$ cat src/rtl/alu_pkg.sv
// Shared opcode, flag and FIFO-depth definitions for the ALU request responder.
package alu_pkg;

  localparam logic [3:0] OP_ADD = 4'd0;
  localparam logic [3:0] OP_SUB = 4'd1;
  localparam logic [3:0] OP_AND = 4'd2;
  localparam logic [3:0] OP_OR  = 4'd3;
  localparam logic [3:0] OP_XOR = 4'd4;
  localparam logic [3:0] OP_SLT = 4'd5;
  localparam logic [3:0] OP_SLL = 4'd6;
  localparam logic [3:0] OP_SRL = 4'd7;

  localparam int FLG_ZERO  = 3;
  localparam int FLG_NEG   = 2;
  localparam int FLG_CARRY = 1;
  localparam int FLG_OVF   = 0;

  typedef struct packed {
    logic zero;
    logic neg;
    logic carry;
    logic ovf;
  } flags_t;

  localparam int RESP_DEPTH = 2;

endpackage

$ cat src/rtl/alu_exec.sv
// Combinational 8-op ALU core; opcodes 8-15 flag illegal and yield zero.
module alu_exec
  import alu_pkg::*;
#(
  parameter int WIDTH = 8
) (
  input  logic [WIDTH-1:0] a,
  input  logic [WIDTH-1:0] b,
  input  logic [3:0]       op,
  output logic [WIDTH-1:0] result,
  output flags_t           flags,
  output logic             illegal
);

  localparam int SH_W = $clog2(WIDTH);

  logic [WIDTH:0]  sum;
  logic [WIDTH:0]  diff;
  logic [SH_W-1:0] shamt;

  always_comb begin
    sum    = {1'b0, a} + {1'b0, b};
    diff   = {1'b0, a} - {1'b0, b};
    shamt  = b[SH_W-1:0];
    result = '0;
    flags  = '0;
    case (op)
      OP_ADD: begin
        result      = sum[WIDTH-1:0];
        flags.carry = sum[WIDTH];
        flags.ovf   = (a[WIDTH-1] == b[WIDTH-1]) && (sum[WIDTH-1] != a[WIDTH-1]);
      end
      OP_SUB: begin
        // top bit of the widened difference is the borrow
        result      = diff[WIDTH-1:0];
        flags.carry = diff[WIDTH];
        flags.ovf   = (a[WIDTH-1] != b[WIDTH-1]) && (diff[WIDTH-1] != a[WIDTH-1]);
      end
      OP_AND:  result = a & b;
      OP_OR:   result = a | b;
      OP_XOR:  result = a ^ b;
      OP_SLT:  result = {{(WIDTH-1){1'b0}}, ($signed(a) < $signed(b))};
      OP_SLL:  result = a << shamt;
      OP_SRL:  result = a >> shamt;
      default: result = '0;
    endcase
    flags.zero = (result == '0);
    flags.neg  = result[WIDTH-1];
  end

  assign illegal = op[3];

endmodule

$ cat src/rtl/alu_req_responder.sv
// Flow-controlled ALU front-end: request register, ALU, 2-entry response FIFO.
// Define ALU_ERR_RESP_EN to report opcodes 8-15 on resp_err.
module alu_req_responder
  import alu_pkg::*;
#(
  parameter int WIDTH = 8,
  parameter int TAG_W = 4
) (
  input  logic             clk,
  input  logic             rst,
  input  logic             req_valid,
  output logic             req_ready,
  input  logic [WIDTH-1:0] req_a,
  input  logic [WIDTH-1:0] req_b,
  input  logic [3:0]       req_op,
  input  logic [TAG_W-1:0] req_tag,
  output logic             resp_valid,
  input  logic             resp_ready,
  output logic [WIDTH-1:0] resp_result,
  output logic             resp_zero,
  output logic             resp_neg,
  output logic             resp_carry,
  output logic             resp_ovf,
  output logic             resp_err,
  output logic [TAG_W-1:0] resp_tag,
  output logic             busy,
  output logic [15:0]      resp_count
);

  localparam int PTR_W = (RESP_DEPTH > 1) ? $clog2(RESP_DEPTH) : 1;
  localparam int CNT_W = $clog2(RESP_DEPTH + 1);

  typedef struct packed {
    logic [WIDTH-1:0] result;
    flags_t           flags;
`ifdef ALU_ERR_RESP_EN
    logic             err;
`endif
    logic [TAG_W-1:0] tag;
  } entry_t;

  logic             s1_valid;
  logic [WIDTH-1:0] s1_a, s1_b;
  logic [3:0]       s1_op;
  logic [TAG_W-1:0] s1_tag;

  logic [WIDTH-1:0] ex_result;
  flags_t           ex_flags;
`ifdef ALU_ERR_RESP_EN
  logic             ex_illegal;
`endif

  entry_t           mem [RESP_DEPTH];
  entry_t           push_entry, head;
  logic [PTR_W-1:0] wr_ptr, rd_ptr;
  logic [CNT_W-1:0] count;
  logic             pop, advance, req_fire;

  function automatic logic [PTR_W-1:0] ptr_next(input logic [PTR_W-1:0] p);
    return (p == PTR_W'(RESP_DEPTH - 1)) ? '0 : p + 1'b1;
  endfunction

  alu_exec #(.WIDTH(WIDTH)) u_exec (
    .a       (s1_a),
    .b       (s1_b),
    .op      (s1_op),
    .result  (ex_result),
    .flags   (ex_flags),
`ifdef ALU_ERR_RESP_EN
    .illegal (ex_illegal)
`else
    .illegal ()
`endif
  );

  // a pop frees a slot in the same cycle, so a full FIFO can still accept
  assign resp_valid = (count != '0);
  assign pop        = resp_valid && resp_ready;
  assign advance    = s1_valid && ((count < CNT_W'(RESP_DEPTH)) || pop);
  assign req_ready  = !s1_valid || advance;
  assign req_fire   = req_valid && req_ready;
  assign busy       = s1_valid || resp_valid;

  always_comb begin
    push_entry        = '0;
    push_entry.result = ex_result;
    push_entry.flags  = ex_flags;
`ifdef ALU_ERR_RESP_EN
    push_entry.err    = ex_illegal;
`endif
    push_entry.tag    = s1_tag;
  end

  always_ff @(posedge clk or posedge rst) begin
    if (rst) begin
      s1_valid <= 1'b0;
      s1_a     <= '0;
      s1_b     <= '0;
      s1_op    <= '0;
      s1_tag   <= '0;
    end else if (req_fire) begin
      s1_valid <= 1'b1;
      s1_a     <= req_a;
      s1_b     <= req_b;
      s1_op    <= req_op;
      s1_tag   <= req_tag;
    end else if (advance) begin
      s1_valid <= 1'b0;
    end
  end

  always_ff @(posedge clk or posedge rst) begin
    if (rst) begin
      for (int i = 0; i < RESP_DEPTH; i++) mem[i] <= '0;
      wr_ptr <= '0;
      rd_ptr <= '0;
      count  <= '0;
    end else begin
      if (advance) begin
        mem[wr_ptr] <= push_entry;
        wr_ptr      <= ptr_next(wr_ptr);
      end
      if (pop) rd_ptr <= ptr_next(rd_ptr);
      case ({advance, pop})
        2'b10:   count <= count + 1'b1;
        2'b01:   count <= count - 1'b1;
        default: count <= count;
      endcase
    end
  end

  always_ff @(posedge clk or posedge rst) begin
    if (rst)                             resp_count <= '0;
    else if (pop && resp_count != '1)    resp_count <= resp_count + 16'd1;
  end

  assign head        = mem[rd_ptr];
  assign resp_result = head.result;
  assign resp_zero   = head.flags.zero;
  assign resp_neg    = head.flags.neg;
  assign resp_carry  = head.flags.carry;
  assign resp_ovf    = head.flags.ovf;
  assign resp_tag    = head.tag;
`ifdef ALU_ERR_RESP_EN
  assign resp_err    = head.err;
`else
  assign resp_err    = 1'b0;
`endif

endmodule
$ cat config.mk
export PLATFORM = sky130hd
export DESIGN_NAME = alu_req_responder
export DESIGN_NICKNAME = d
export VERILOG_FILES = /design/src/rtl/alu_pkg.sv /design/src/rtl/alu_exec.sv /design/src/rtl/alu_req_responder.sv
export SDC_FILE = /design/constraint.sdc
export NUM_CORES = 1
export LEC_CHECK = 0
export CAP_MARGIN = 20
export CORE_MARGIN = 1
export CORE_UTILIZATION = 56
export DETAILED_ROUTE_END_ITERATION = 8
export GPL_ROUTABILITY_DRIVEN = 0
export PLACE_DENSITY_LB_ADDON = 0.15
export SETUP_SLACK_MARGIN = 0.15
export SLEW_MARGIN = 40
export SYNTH_ARGS = -nofsm -noshare
export SYNTH_HDL_FRONTEND = slang
export SYNTH_HIERARCHICAL = 1
export SYNTH_SLANG_ARGS = --single-unit
$ cat constraint.sdc
create_clock -name clk -period 3.7 [get_ports clk]
set_input_delay 0.74 -clock clk [delete_from_list [all_inputs] [get_ports clk]]
set_output_delay 0.74 -clock clk [all_outputs]
set_load 0.05 [all_outputs]
Word level (Yosys, flattened, before mapping)
Cells that the tools add are included.
{"block": "op_classes", "addsub": 7, "magnitude_cmp": 5, "mux": 13, "bitwise_logic": 5, "n_eq_ne": 14, "n_shift": 2, "n_reduce_logical": 16}
{"op": "16-bit two-way mux", "count": 4}
{"op": "8-bit one-hot mux with 8 select lines", "count": 1}
{"op": "32-bit bitwise mux", "count": 1}
{"op": "16-bit by 1-bit adder with 16-bit output, second input constant", "count": 1}
{"op": "16-bit demux with 1-bit select", "count": 1}
{"op": "4-bit by 3-bit equality test with 1-bit output, second input constant", "count": 4}
{"op": "16-bit != test, second input constant", "count": 1}
{"op": "8-bit by 8-bit adder with 9-bit output", "count": 1}
{"op": "8-bit by 8-bit subtractor with 9-bit output", "count": 1}
{"op": "8-bit AND", "count": 1}
{"op": "4-bit by 2-bit equality test with 1-bit output, second input constant", "count": 2}
{"op": "8-bit zero test", "count": 1}
{"op": "8-bit less-than comparator", "count": 1}
{"op": "8-bit OR", "count": 1}
{"op": "2-bit one-hot mux with 2 select lines", "count": 2}
{"op": "8-bit by 3-bit left shift with 8-bit output", "count": 1}
{"op": "8-bit by 3-bit right shift with 8-bit output", "count": 1}
{"op": "8-bit bitwise XOR", "count": 1}
{"op": "1-bit logical AND", "count": 7}
{"op": "2-bit nonzero test", "count": 3}
{"op": "4-bit by 1-bit equality test with 1-bit output, second input constant", "count": 1}
{"op": "2-bit >= comparator, second input constant", "count": 2}
{"op": "4-bit zero test", "count": 1}
{"op": "1-bit two-way mux", "count": 4}
{"op": "other kinds (12)", "count": 18}
{"block": "word_totals", "regBits": 77, "in_bits": 28, "elab_cells": 83, "out_inout_bits": 36}

Depth between registers and ports, before layout
Gate-level depths: netlist of the first run.
{"block": "depth", "word_depth": 7, "mapped_depth": 12, "depth_no_buf": 11}

Modules after synthesis
The synthesis of the first run kept the hierarchy.
{"mod": "alu_req_responder", "area_each_um2": 3296.9, "cells_each": 232, "seq_area_each_um2": 1926.8, "instances": 1}
{"mod": "alu_exec", "area_each_um2": 1712.9, "cells_each": 232, "seq_area_each_um2": 0.0, "instances": 1}

Least setup slack after synthesis of the first run
No wires, ideal clock.
{"block": "synth_path", "path_type": "register to register", "from": "reg s1_a[0]", "to": "reg mem[23] in the netlist's numbering", "path_slack_ns": 0.863, "required_time_ns": 3.635, "setup_ns": 0.065, "arrival_ns": 2.772, "path_buffers": 0, "synth_period_minus_slack_ns": 2.837, "stages_incl_launch_ff": 12, "cell_sequence": "dfrtp_1 -> inv_1 -> ha_1 -> fa_1 -> o21bai_1 -> nand2_1 -> a21oi_1 -> nor4_1 -> or4_4 -> or3_1 -> nor4_2 -> mux2_2"}
{"element": "start, declared", "line": "alu_req_responder.sv:43", "rtl": "logic [WIDTH-1:0] s1_a, s1_b;"}
{"element": "start signal, assigned", "line": "alu_req_responder.sv:103", "rtl": "s1_a <= req_a;"}
{"element": "end signal, assigned by index", "line": "alu_req_responder.sv:120", "rtl": "mem[wr_ptr] <= push_entry;"}
{"element": "end, declared", "line": "alu_req_responder.sv:53", "rtl": "entry_t mem [RESP_DEPTH];"}

==> metrics, run 1 <==
status finished clean; WL per Instance between 15 and 20 um; Hold WS between 500 and 600 ps; Pwr Density roughly 750 mW/mm^2; Slew @ Worst Pin between 800 and 900 ps; clock-pin slew on the worst setup and hold paths about 90 ps; Final Cycle Share about 86%; post-CTS sizing 0; slowest library cell on the worst path dfrtp_1; Slew Viols, Final 0; Design Power around 0.0045 W; Final Util between 60% and 70%; remaining antenna violation count 0; worst vdd ir between 400 and 500 uV; Critical Path AT 3460 ps; clk_skew between 15 and 20 ps; CTS tree yes; detailed placer's ending HPWL a little over 8000 um; Mapped Avg Cell Area approximately 11 um^2; Nets between 500 and 600; reported max-cap violation count 0; # DRC 0; initial antenna violation count 0; initial core utilization roughly 58%; grt ovf 0; DRT Wirelength ~11000 um; CP delay by family, top simple AND/OR/NAND/NOR gates; largest net degree at the start of global routing 39; share of cells above drive strength 1 between 20% and 30%; critical path buffer and inverter count 1; CTS Buffer Depth 2; met3 usage approximately 5.3%; routed via count roughly 3.9k; Mapped Cells approximately 460; RSZ-0062 raised after global routing false; Die ar. between 0.009 and 0.01 mm^2; drt first pass iters 5; area delta synth->final 18.3%; Setup TNS 0 ps; met1 usage between 30% and 40%; Leak Pwr roughly 2.6 nW; worst-path fanout max 8; TritonCTS Buffers 9; DP Area between 0.005 and 0.006 mm^2; total number of H-tree levels 3; CTS Hold Bufs 0; clock sink total just under 80; first-pass GRT wire length around 18000 um; startpoint types register; worst min path class register to register; fmax 0.316 GHz; met2 Use GR between 30% and 40%; Post-Syn Nets 520; GRT Total Usage between 20% and 30%; fill count about 660; fin crit period between 3000 and 4000 ps; post-CTS setup buffers 0; Ports 64; 1st-iter DRT viols 241; mapped cell area between 0.005 and 0.006 mm^2; Die W between 90 and 100 um; relative slew slack between 40% and 50%; cell area after layout 0.00592 mm^2; CP Class register to register; number of global-route vias before repair ~3.6k; later-pin clock latency in the skew report about 350 ps; CP required around 4000 ps; gr busiest metal met2; vias per inst ~6.2; count of final hold-check violations 0; FP Rows 34; final setup vio count 0; CP peak stage delay between 400 and 500 ps; clk root buf clkbuf_8; Antenna Diode Count 0; Die Ht around 97 um; CP cell instances inv_1 -> ha_1 -> nor3_1 -> nor3_1 -> a221oi_1 -> o211ai_1 -> or3_1 -> or3_1 -> nor4_2 -> mux2_2; PortBufs 62; total core area roughly 0.0087 mm^2; crit end category register; Syn. warnings 6
[routing by layer]
metal | part of all wire [%] | up-vias
li1 | - | 1805
met1 | 46 | 1889
met2 | 45 | 169
met3 | 6.3 | 31
met4 | 2.7 | 0
met5 | 0 | -
[final timing paths]
kind	start	endpoint	slack, ps	depth (start not counted)
min in group asynchronous	rst	s1_a[3]	700	2
setup / recovery	s1_a[1]	mem[7]	530	10
setup reg to reg	s1_a[1]	mem[7]	530	10
hold / removal	resp_count[15]	resp_count[15]	500	1
hold reg to reg	resp_count[15]	resp_count[15]	500	1
max in group asynchronous	rst	mem[29]	2340	3
[state kept, by name (all words and copies together) (netlist names)]
signal / cells
s1_b: 8
s1_tag: 4
count: 2
s1_a: 8
resp_count: 16
s1_valid: 1
mem: 32
s1_op: 4
rd_ptr: 1
wr_ptr: 1
[area by class of cell]
| class | instances | area [um^2] | share of cell area [%] |
|---|---|---|---|
| sequential | 77 | 1930 | 32.6 |
| clock inverter | 5 | 58.8 | 0.994 |
| clock buffer | 10 | 138 | 2.33 |
| multi-input combinational | 336 | 2860 | 48.3 |
| tap | 108 | 135 | 2.28 |
| timing repair buffer | 72 | 708 | 12.0 |
| inverter | 24 | 91.3 | 1.54 |
[power breakdown]
part | leakage (nW) | internal (W) | switching, W
registers | 0.958 | 0.00110 | 0.000284
clock network | 0.0948 | 0.000328 | 0.000321
logic | 1.58 | 0.00106 | 0.00136
[cell usage in the layout, fill, tap and decap left out, drive strengths merged, types with 4 or more instances in the layout]
cell,count
mux2,73
dfrtp,77
a31oi,4
clkbuf,10
nor3,21
o32ai,5
a21oi,10
buf,10
nor2b,5
nand3,7
nor3b,4
clkdlybuf4s50,62
xnor2,9
inv,24
mux2i,6
nor4,10
nand2,18
ha,27
xor2,15
nand4,7
mux4,6
o21ai,11
or2,4
a221oi,5
a21o,4
nor2,26
a22oi,4
o211ai,5
nand2b,6
a211o,5
[through the flow]
step                      setup WS (ps)  std cells
final                               531        632
after global routing                299        632
after CTS                           558        632
after detailed placement            586        617
after global placement              680        617
after floorplan                     863        463
Note: power is estimated with default switching activity, not from simulation.
==> run 2, diff against run 1 <==
ABC_CLOCK_PERIOD_IN_PS = 3700   (was default)
==> results of run 2 <==
Final layout, timing and power as in run 1 (identical DEF).
==> run 3, diff against run 2 <==
ABC_AREA = 1   (was default)
CORE_UTILIZATION = 57   (was 56)
GPL_TIMING_DRIVEN = 0   (was default)
==> run 3 against run 2 <==
Setup slack lost 210 ps; critical path depth shrank 5; total power grew 20%; sequential power is essentially flat; first-iteration DRC count grew 64%; core utilization grew 2.3 points; clock skew shrank 2.6 ps; die area grew 9.3%; cell count grew 64%; critical path type is now input port to primary output; largest power group unchanged.
==> metrics, run 3 <==
WL per Instance between 10 and 15 um; Mapped Cells slightly above 800; Gate power share 60.1%; post-CTS sizing 0; # DRC 0; dpl ws between 300 and 400 ps; GRT Total Usage 30.5%; fmax ~0.30 GHz; crit end category primary output; first-pass GRT wire length ~24000 um; most used cell, CP clkdlybuf4s50_1; 1st-iter DRT viols about 400; drt first pass iters 5; WP depth 5; status finished clean; initial core utilization 59.5%; critical path buffer and inverter count 3; Reg-to-Reg End mem[23]; CP required 2960 ps; FP Rows 35; Worst Setup EP req_ready; worst vdd ir between 500 and 600 uV; largest net degree at the start of global routing between 40 and 50; reported max-cap violation count 0; remaining antenna violation count 0; slowest library cell on the worst path clkdlybuf4s50_1; Die ar. 0.0102 mm^2; Hold Path Depth 2; share of cells above drive strength 1 under 10%; max reg flops 32; Critical Path AT 2640 ps; initial antenna violation count 0; Final Cycle Share between 90 and 100%; most frequent cells in the layout nand2_1, nand3_1, dfrtp_1; clk root buf clkbuf_8; r2r startpoint s1_b[1]; relative slew slack ~56%; Nets around 960; Post-Syn Nets roughly 880; grt ovf 0; mapped cell area about 0.0056 mm^2; DRT Wirelength 14600 um; total number of H-tree levels 3; post-CTS setup buffers 0; Psw 0.00278 W; Mapped Avg Cell Area a little under 7 um^2; worst-path fanout max 10; Slew @ Worst Pin between 600 and 700 ps; number of global-route vias before repair around 5.2k; Sw Share a little over half; fill count a little over 800; CTS Buffer Depth 2; commonest non-fill, non-tap cell in the layout nand2_1; CP delay by family, top buffers and inverters; RSZ-0062 raised after global routing false; CTS Hold Bufs 0; Largest regs mem (32), resp_count (16); count of final hold-check violations 0; Die W between 100 and 150 um; vias per inst approximately 5.5; worst min path class register to register; CP cell instances clkdlybuf4s50_1 -> nand2_4 -> nand3_2 -> buf_2 -> clkdlybuf4s50_1; Clock Power Share around 14%; register share of total power between 20% and 30%; clock-pin slew on the worst setup and hold paths roughly 80 ps; CP startpoint resp_ready; clock sink total between 70 and 80; Design Power between 0.005 and 0.006 W; Slew Viols, Final 0; most flop-heavy register mem; Reg2Reg Setup Slack roughly 1000 ps; Hold WS around 480 ps; later-pin clock latency in the skew report 350 ps; fin crit period about 3400 ps; PortBufs 61; FF-to-FF path depth 15; CP Class input port to primary output; CP peak stage delay 840 ps; Antenna Diode Count 0; area delta synth->final 18.3%; routed via count between 5k and 6k; Ports between 60 and 70; total core area approximately 0.0094 mm^2; Final Util a little over two thirds; TritonCTS Buffers 9; startpoint types input port; Pwr Density between 800 and 900 mW/mm^2; Leak Pwr 3.34 nW; Cell Int Power between 0.002 and 0.003 W; Syn. warnings 6; setup ws final between 300 and 400 ps; final setup vio count 0; clk_skew between 10 and 15 ps; detailed placer's ending HPWL 10900 um; CTS tree yes; Die Ht between 100 and 150 um
## run 3: cell count changes in the layout (fill, tap and decap cells not counted), moves of 9 or more
| cell | previous run | this run |
|---|---|---|
| clkbuf_1 | 0 | 9 |
| nor2_1 | 24 | 60 |
| nand3_1 | 7 | 91 |
| mux2_2 | 72 | 0 |
| o21ai_2 | 1 | 14 |
| o21ai_0 | 8 | 46 |
| buf_2 | 0 | 12 |
| xor2_1 | 15 | 1 |
| nand2_1 | 18 | 321 |
| nor3_1 | 21 | 1 |
| inv_1 | 22 | 76 |
## run 3: worst min-delay path by stage
| stage | from | endpoint | slack, ps |
|---|---|---|---|
| final | s1_op[0] | s1_op[0] | 480 |
| after global routing | s1_op[0] | s1_op[0] | 520 |
| after CTS | s1_op[0] | s1_op[0] | 480 |
| after detailed placement | s1_op[0] | s1_op[0] | 460 |
| after global placement | s1_op[0] | s1_op[0] | 450 |
| after floorplan | s1_op[0] | s1_op[0] | 440 |
## run 3: power groups by stage
stage | Clock (W) | Combinational [W] | Sequential (W)
global route | 0.000793 | 0.00352 | 0.00142
finish | 0.000743 | 0.00321 | 0.00138
detailed placement | 0 | 0.00313 | 0.00139
CTS | 0.000755 | 0.00316 | 0.00137
floorplan | 0 | 0.00225 | 0.00141
global placement | 0 | 0.00304 | 0.00138
## run 3: stage by stage
stage                     cell area, um^2  TNS, ps  instances
after global routing                 6600        0       1034
after detailed placement             6370        0       1018
after floorplan                      5580        0        827
final                                6600        0       1034
after CTS                            6600        0       1034
after global placement               6350   -17600       1017
## run 3: per-layer routing
metal / track usage, % / wire length, um
met1: 41.7 / 6580
met2: 48.7 / 6710
met3: 5.34 / 993
met4: 10.9 / 333
met5: 0 / 0
## run 3: worst min-delay path, cell delays in order (launching register included)
cell and delay (ps):
dfrtp_1 350, nand2_1 50, nand2_1 50
## run 3: cell type report
cell class                 instances  area (um^2)  share of cell area (%)
clock inverter                     7          103                    1.55
inverter                          86          328                    4.97
buffer                            30          185                    2.81
sequential                        77         1930                    29.2
clock buffer                       9          124                    1.88
tap                              129          161                    2.45
multi-input combinational        634         3140                    47.6
timing repair buffer              62          631                    9.55
